[config.mk]
export PLATFORM = sky130hd
export DESIGN_NAME = dcm_sequencer_flat
export DESIGN_NICKNAME = d
export VERILOG_FILES = /design/src/rtl/dcm_sequencer_if.sv /design/src/rtl/dcm_sequencer.sv /design/src/flat_wrapper.sv
export SDC_FILE = /design/constraint.sdc
export NUM_CORES = 1
export LEC_CHECK = 0
export CAP_MARGIN = 5
export CORE_MARGIN = 2
export CORE_UTILIZATION = 41
export DETAILED_ROUTE_END_ITERATION = 6
export SLEW_MARGIN = 5
export SYNTH_ARGS = -nofsm -noshare
export SYNTH_HDL_FRONTEND = slang
export SYNTH_SLANG_ARGS = --single-unit
[constraint.sdc]
create_clock -name clock -period 3.8 [get_ports clock]
set_input_delay 0.76 -clock clock [delete_from_list [all_inputs] [get_ports clock]]
set_output_delay 0.76 -clock clock [all_outputs]
set_load 0.005 [all_outputs]
[src/rtl/dcm_sequencer_if.sv]
// Control/status bundle between the DCM bring-up sequencer and the logic around it.
// The slave side is the sequencer; the master side drives the DCM status and retry request.
interface dcm_sequencer_if;
   logic       dcm_locked;
   logic       dcm_clkfx_stopped;
   logic       retry_req;
   logic       dcm_rst;
   logic       clk_en;
   logic       sys_reset_n;
   logic [2:0] state;
   logic [2:0] retry_count;
   logic [7:0] lost_count;
   logic       fail;

   modport master (
      output dcm_locked, dcm_clkfx_stopped, retry_req,
      input  dcm_rst, clk_en, sys_reset_n, state, retry_count, lost_count, fail
   );

   modport slave (
      input  dcm_locked, dcm_clkfx_stopped, retry_req,
      output dcm_rst, clk_en, sys_reset_n, state, retry_count, lost_count, fail
   );
endinterface

[src/rtl/dcm_sequencer.sv]
// DCM bring-up sequencer: pulses DCM reset, waits for a stable lock, then enables the
// synthesized clock and releases downstream reset, retrying or giving up on lock failure.
module dcm_sequencer #(
   parameter int RST_CYCLES    = 4,
   parameter int LOCK_TIMEOUT  = 50000,
   parameter int SETTLE_CYCLES = 1024,
   parameter int RELEASE_DELAY = 16,
   parameter int MAX_RETRY     = 7
) (
   input  logic           clock,
   input  logic           reset_n,
   dcm_sequencer_if.slave bus
);

   typedef enum logic [2:0] {
      ST_RST       = 3'd0,
      ST_WAIT_LOCK = 3'd1,
      ST_SETTLE    = 3'd2,
      ST_RUN       = 3'd3,
      ST_FAIL      = 3'd4
   } state_t;

   // One phase counter is shared by all states, so it must cover the longest interval.
   localparam int CNT_A   = (LOCK_TIMEOUT > SETTLE_CYCLES) ? LOCK_TIMEOUT : SETTLE_CYCLES;
   localparam int CNT_B   = (RST_CYCLES > RELEASE_DELAY) ? RST_CYCLES : RELEASE_DELAY;
   localparam int CNT_MAX = (CNT_A > CNT_B) ? CNT_A : CNT_B;
   localparam int CNT_W   = $clog2(CNT_MAX + 1);

   localparam logic [CNT_W-1:0] RST_LAST    = CNT_W'(RST_CYCLES - 1);
   localparam logic [CNT_W-1:0] TO_LAST     = CNT_W'(LOCK_TIMEOUT - 1);
   localparam logic [CNT_W-1:0] SET_LAST    = CNT_W'(SETTLE_CYCLES - 1);
   localparam logic [CNT_W-1:0] REL_CNT     = CNT_W'(RELEASE_DELAY);
   localparam logic [2:0]       RETRY_LIMIT = 3'(MAX_RETRY);

   function automatic logic [7:0] sat_inc8(input logic [7:0] v);
      return (v == 8'hFF) ? v : v + 8'd1;
   endfunction

   logic             locked_p0, locked_p1, stopped_p0, stopped_p1;
   logic             locked_s, stopped_s;
   state_t           state_q, state_d;
   logic [CNT_W-1:0] cnt_q, cnt_d;
   logic [2:0]       retry_q, retry_d, retry_inc;
   logic [7:0]       lost_q, lost_d;
   logic             attempt_failed;
   logic             sys_reset_n_d;
   logic             dcm_rst_q, clk_en_q, sys_reset_n_q, fail_q;

   // Stage p0 -> p1: two-flop synchronizers for the asynchronous DCM status pins
   always_ff @(posedge clock or negedge reset_n) begin
      if (!reset_n) begin
         locked_p0  <= 1'b0;
         locked_p1  <= 1'b0;
         stopped_p0 <= 1'b0;
         stopped_p1 <= 1'b0;
      end else begin
         locked_p0  <= bus.dcm_locked;
         locked_p1  <= locked_p0;
         stopped_p0 <= bus.dcm_clkfx_stopped;
         stopped_p1 <= stopped_p0;
      end
   end

   assign locked_s  = locked_p1;
   assign stopped_s = stopped_p1;
   assign retry_inc = retry_q + 3'd1;

   always_comb begin
      state_d        = state_q;
      cnt_d          = cnt_q;
      retry_d        = retry_q;
      lost_d         = lost_q;
      attempt_failed = 1'b0;
      case (state_q)
         ST_RST: begin
            if (cnt_q == RST_LAST) begin
               state_d = ST_WAIT_LOCK;
               cnt_d   = '0;
            end else begin
               cnt_d = cnt_q + CNT_W'(1);
            end
         end
         ST_WAIT_LOCK: begin
            if (locked_s) begin
               state_d = ST_SETTLE;
               cnt_d   = '0;
            end else if (cnt_q == TO_LAST) begin
               attempt_failed = 1'b1;
            end else begin
               cnt_d = cnt_q + CNT_W'(1);
            end
         end
         ST_SETTLE: begin
            if (locked_s && !stopped_s) begin
               if (cnt_q == SET_LAST) begin
                  state_d = ST_RUN;
                  cnt_d   = '0;
                  retry_d = 3'd0;
               end else begin
                  cnt_d = cnt_q + CNT_W'(1);
               end
            end else begin
               attempt_failed = 1'b1;
            end
         end
         ST_RUN: begin
            if (!locked_s || stopped_s) begin
               state_d = ST_RST;
               cnt_d   = '0;
               lost_d  = sat_inc8(lost_q);
            end else if (cnt_q != REL_CNT) begin
               // Counter parks at RELEASE_DELAY and holds downstream reset released.
               cnt_d = cnt_q + CNT_W'(1);
            end
         end
         ST_FAIL: begin
            if (bus.retry_req) begin
               state_d = ST_RST;
               cnt_d   = '0;
               retry_d = 3'd0;
            end
         end
         default: begin
            state_d = ST_RST;
            cnt_d   = '0;
         end
      endcase
      if (attempt_failed) begin
         retry_d = retry_inc;
         cnt_d   = '0;
         state_d = (retry_inc < RETRY_LIMIT) ? ST_RST : ST_FAIL;
      end
   end

   assign sys_reset_n_d = (state_d == ST_RUN) && (cnt_d == REL_CNT);

   // Outputs are registered from the next state so they line up with the state register.
   always_ff @(posedge clock or negedge reset_n) begin
      if (!reset_n) begin
         state_q       <= ST_RST;
         cnt_q         <= '0;
         retry_q       <= 3'd0;
         lost_q        <= 8'd0;
         dcm_rst_q     <= 1'b1;
         clk_en_q      <= 1'b0;
         sys_reset_n_q <= 1'b0;
         fail_q        <= 1'b0;
      end else begin
         state_q       <= state_d;
         cnt_q         <= cnt_d;
         retry_q       <= retry_d;
         lost_q        <= lost_d;
         dcm_rst_q     <= (state_d == ST_RST);
         clk_en_q      <= (state_d == ST_RUN);
         sys_reset_n_q <= sys_reset_n_d;
         fail_q        <= (state_d == ST_FAIL);
      end
   end

   assign bus.dcm_rst     = dcm_rst_q;
   assign bus.clk_en      = clk_en_q;
   assign bus.sys_reset_n = sys_reset_n_q;
   assign bus.state       = state_q;
   assign bus.retry_count = retry_q;
   assign bus.lost_count  = lost_q;
   assign bus.fail        = fail_q;

endmodule

[src/flat_wrapper.sv]
// flat-port wrapper written by rule: the top's interface ports become plain ports
module dcm_sequencer_flat 
#(
   parameter int RST_CYCLES    = 4,
   parameter int LOCK_TIMEOUT  = 50000,
   parameter int SETTLE_CYCLES = 1024,
   parameter int RELEASE_DELAY = 16,
   parameter int MAX_RETRY     = 7
)
  (clock, reset_n, bus_dcm_locked, bus_dcm_clkfx_stopped, bus_retry_req, bus_dcm_rst, bus_clk_en, bus_sys_reset_n, bus_state, bus_retry_count, bus_lost_count, bus_fail);
  dcm_sequencer_if bus_i ();
  input  logic clock;
  input  logic reset_n;
  input wire logic [$bits(bus_i.dcm_locked)-1:0] bus_dcm_locked;
  input wire logic [$bits(bus_i.dcm_clkfx_stopped)-1:0] bus_dcm_clkfx_stopped;
  input wire logic [$bits(bus_i.retry_req)-1:0] bus_retry_req;
  output wire logic [$bits(bus_i.dcm_rst)-1:0] bus_dcm_rst;
  output wire logic [$bits(bus_i.clk_en)-1:0] bus_clk_en;
  output wire logic [$bits(bus_i.sys_reset_n)-1:0] bus_sys_reset_n;
  output wire logic [$bits(bus_i.state)-1:0] bus_state;
  output wire logic [$bits(bus_i.retry_count)-1:0] bus_retry_count;
  output wire logic [$bits(bus_i.lost_count)-1:0] bus_lost_count;
  output wire logic [$bits(bus_i.fail)-1:0] bus_fail;
  assign bus_i.dcm_locked = bus_dcm_locked;
  assign bus_i.dcm_clkfx_stopped = bus_dcm_clkfx_stopped;
  assign bus_i.retry_req = bus_retry_req;
  assign bus_dcm_rst = bus_i.dcm_rst;
  assign bus_clk_en = bus_i.clk_en;
  assign bus_sys_reset_n = bus_i.sys_reset_n;
  assign bus_state = bus_i.state;
  assign bus_retry_count = bus_i.retry_count;
  assign bus_lost_count = bus_i.lost_count;
  assign bus_fail = bus_i.fail;
  dcm_sequencer #(.RST_CYCLES(RST_CYCLES), .LOCK_TIMEOUT(LOCK_TIMEOUT), .SETTLE_CYCLES(SETTLE_CYCLES), .RELEASE_DELAY(RELEASE_DELAY), .MAX_RETRY(MAX_RETRY)) u_core (.clock(clock), .reset_n(reset_n), .bus(bus_i));
endmodule
==> run metrics <==
CTS H-tree depth 2; worst r2r src u_core.cnt_q[13]$_DFF_PN0_; Placed Cells 315; Final WS setup 0.774 ns; core footprint 5140 um2; # port buffers 22; post_cts resized 0; RSZ-0062 raised after global routing false; design area 2510 um2; Antenna Nets Post-Route 0; Worst-path clk slew 0.07 ns; unique cell type count in the Yosys netlist 55; hold_buf cts 0; Max-Cap Viols 0; Seq pwr share 40.6%; Min-Delay Path Depth 0; Post-synth EDFFs 0; WL per Instance 15.1 um; Peak VDD IR 310 uV; setup slack, reg-to-reg 0.77 ns; final setup violation count 0; crit path buf inv count 0; Most used DFF post-synth dfrtp_1; Sw Share 40.1%; via count 1808; Syn Nets 242; cells after synthesis 233; Placer Congestion 0.871; Avg Vias per Cell 5.60; Die X 77.2 um; HP Class reg -> reg; Die H 77.2 um; Tcrit/Tclk final 79.6%; # rows 26; # diodes 0; setup bufs post-CTS 0; vias in the first global route 1743; clock power share 19.1%; area delta synth->final 14.1%; Worst setup EP type flip-flop; Fin Setup TNS 0 ns; nets@finish 261; critical path depth 7; Die ar. 5960 um2; Crit path max-delay family simple AND/OR/NAND/NOR gates; root buf cell clkbuf_8; Net Switching 607 uW; TritonCTS clock tree done; P_int 906 uW; global-route usage over all layers 17.7%; Final Critical Period 3.03 ns; Pwr Density 604 nW/um2; fmax 0.330 GHz; endpoints failing hold 0; most frequent cells in the layout dfrtp_1 (37), nand2_1 (27), clkdlybuf4s50_1 (21), o21ai_0 (17), nor2_1 (15); Leakage 1.12 nW; TritonCTS Buffers 5; Reg2Reg Depth 7; slowest CP cell o21ai_1; reg-to-reg critical path endpoint u_core.bus.sys_reset_n$_DFF_PN0_; Setup crit end u_core.bus.sys_reset_n$_DFF_PN0_; DRC viols 0; status finished clean; WP data arrival 3.26 ns; largest net degree at the start of global routing 39; Final Non-Filler Cells 323; first-pass GRT wire length 8450 um; Combinational Power Share 40.3%; Clock Latency Late Sink 0.29 ns; share of layout cells above drive strength 1 8.70%; Rel. slew slack 22.5%; commonest non-fill, non-tap cell in the layout dfrtp_1; path type of the worst setup path reg -> reg; Final Core Density 48.8%; Worst Path Max Fanout 15; worst path cell trace nor4_2 -> nand4_1 -> o21ai_1 -> a211oi_1 -> nor3_1 -> nor4b_1 -> and4_1; Synth warnings 0; Post-Place Cell Area 2410 um2; Synth async-reset ratio 100%; Pre-antenna DRT Iters 4; max incr delay on CP 0.93 ns; register area share after synthesis 43.3%; worst slew pin tran 1.15 ns; Remaining Overflow, GRT 0; Bufs on Longest Clock Path 2; Syn Area/Cell 9.43 um2; startpoint types flip-flop; drt total wl 4880 um; Final Max Tran Viols 0; Crit path required time 4.03 ns; pre-CTS setup slack 0.732 ns; Hold WS 0.352 ns; Worst Clk Skew 0.00328 ns; Initial Util 42.7%; initial antenna violation count 0; Overall Power 1.51 mW; number of DRC markers in iteration 0 185; #FFs+latches synth 38; Setup crit start u_core.cnt_q[13]$_DFF_PN0_; IO Pins 23; hpwl dp 3490 um; Post-Synthesis Cell Area 2200 um2; number of clock sinks 38
-- worst min-delay path by stage --
stage / from / end / slack (ns)
CTS: u_core.stopped_p0$_DFF_PN0_ / u_core.stopped_p1$_DFF_PN0_ / 0.35
global placement: u_core.locked_p0$_DFF_PN0_ / u_core.locked_p1$_DFF_PN0_ / 0.33
floorplan: u_core.locked_p0$_DFF_PN0_ / u_core.locked_p1$_DFF_PN0_ / 0.33
finish: u_core.stopped_p0$_DFF_PN0_ / u_core.stopped_p1$_DFF_PN0_ / 0.35
detailed placement: u_core.stopped_p0$_DFF_PN0_ / u_core.stopped_p1$_DFF_PN0_ / 0.34
global route: u_core.stopped_p0$_DFF_PN0_ / u_core.stopped_p1$_DFF_PN0_ / 0.37
-- state kept, by name (all words and copies together), names as in the netlist --
| name | count |
|---|---|
| u_core.bus.clk_en | 1 |
| u_core.bus.dcm_rst | 1 |
| u_core.bus.fail | 1 |
| u_core.bus.lost_count | 8 |
| u_core.bus.retry_count | 3 |
| u_core.bus.state | 3 |
| u_core.bus.sys_reset_n | 1 |
| u_core.cnt_q | 16 |
| u_core.locked_p0 | 1 |
| u_core.locked_p1 | 1 |
| u_core.stopped_p0 | 1 |
| u_core.stopped_p1 | 1 |
-- area by class of cell --
| type | count | area, um2 |
|---|---|---|
| multi-input combinational | 175 | 1120 |
| timing repair buffer | 23 | 223 |
| fill | 522 | 2630 |
| clock inverter | 1 | 5.00 |
| tap | 70 | 87.6 |
| inverter | 9 | 33.8 |
| sequential | 38 | 952 |
| clock buffer | 7 | 86.3 |
-- layer usage --
layer	GRT usage [%]	wire, um	vias to the layer above
li1	-	-	887
met1	24.9	2380	854
met2	26.5	2140	57
met3	4.00	262	10
met4	6.79	104	0
met5	0	0	-
-- kinds of logic (layout without fill, tap and decap cells) --
family	Yosys count	in the layout	share of synthesized area (%)
AND/OR/NAND/NOR	106	106	27.8
AO/OA/AOI/OAI	55	55	16.7
flip-flops	38	38	43.3
buffers and inverters	20	40	5.75
XOR/XNOR	9	9	3.59
adder cells (fa/ha/maj)	4	4	2.28
multiplexers	1	1	0.456
-- cells in the mapped netlist (5+ instances only) --
cell / number / area share, %
dfrtp_1: 37 / 42
o21ai_0: 17 / 3.9
inv_1: 8 / 1.4
nand4_1: 6 / 1.7
a21oi_1: 11 / 2.5
buf_6: 6 / 3.1
nand3_1: 13 / 3.0
nor2_1: 15 / 2.6
nor3_1: 7 / 1.6
or3_1: 5 / 1.4
and3_1: 5 / 1.4
buf_2: 5 / 1.1
xnor2_1: 6 / 2.4
nand2_1: 27 / 4.6
-- power by group through the flow --
stage	clock, mW	combinational, mW	sequential, mW
6_report	0.288	0.610	0.615
5_1_grt	0.319	0.693	0.630
4_1_cts	0.299	0.611	0.613
3_5_place_dp	0	0.611	0.619
3_3_place_gp	0	0.609	0.621
2_1_floorplan	0	0.513	0.570
-- worst reg2reg max path, cell delays in order (launching register included) --
cell,delay (ns)
dfrtp_1,0.46
nor4_2,0.43
nand4_1,0.21
o21ai_1,0.94
a211oi_1,0.11
nor3_1,0.26
nor4b_1,0.34
and4_1,0.24
Note: power is estimated with default switching activity, not from simulation.
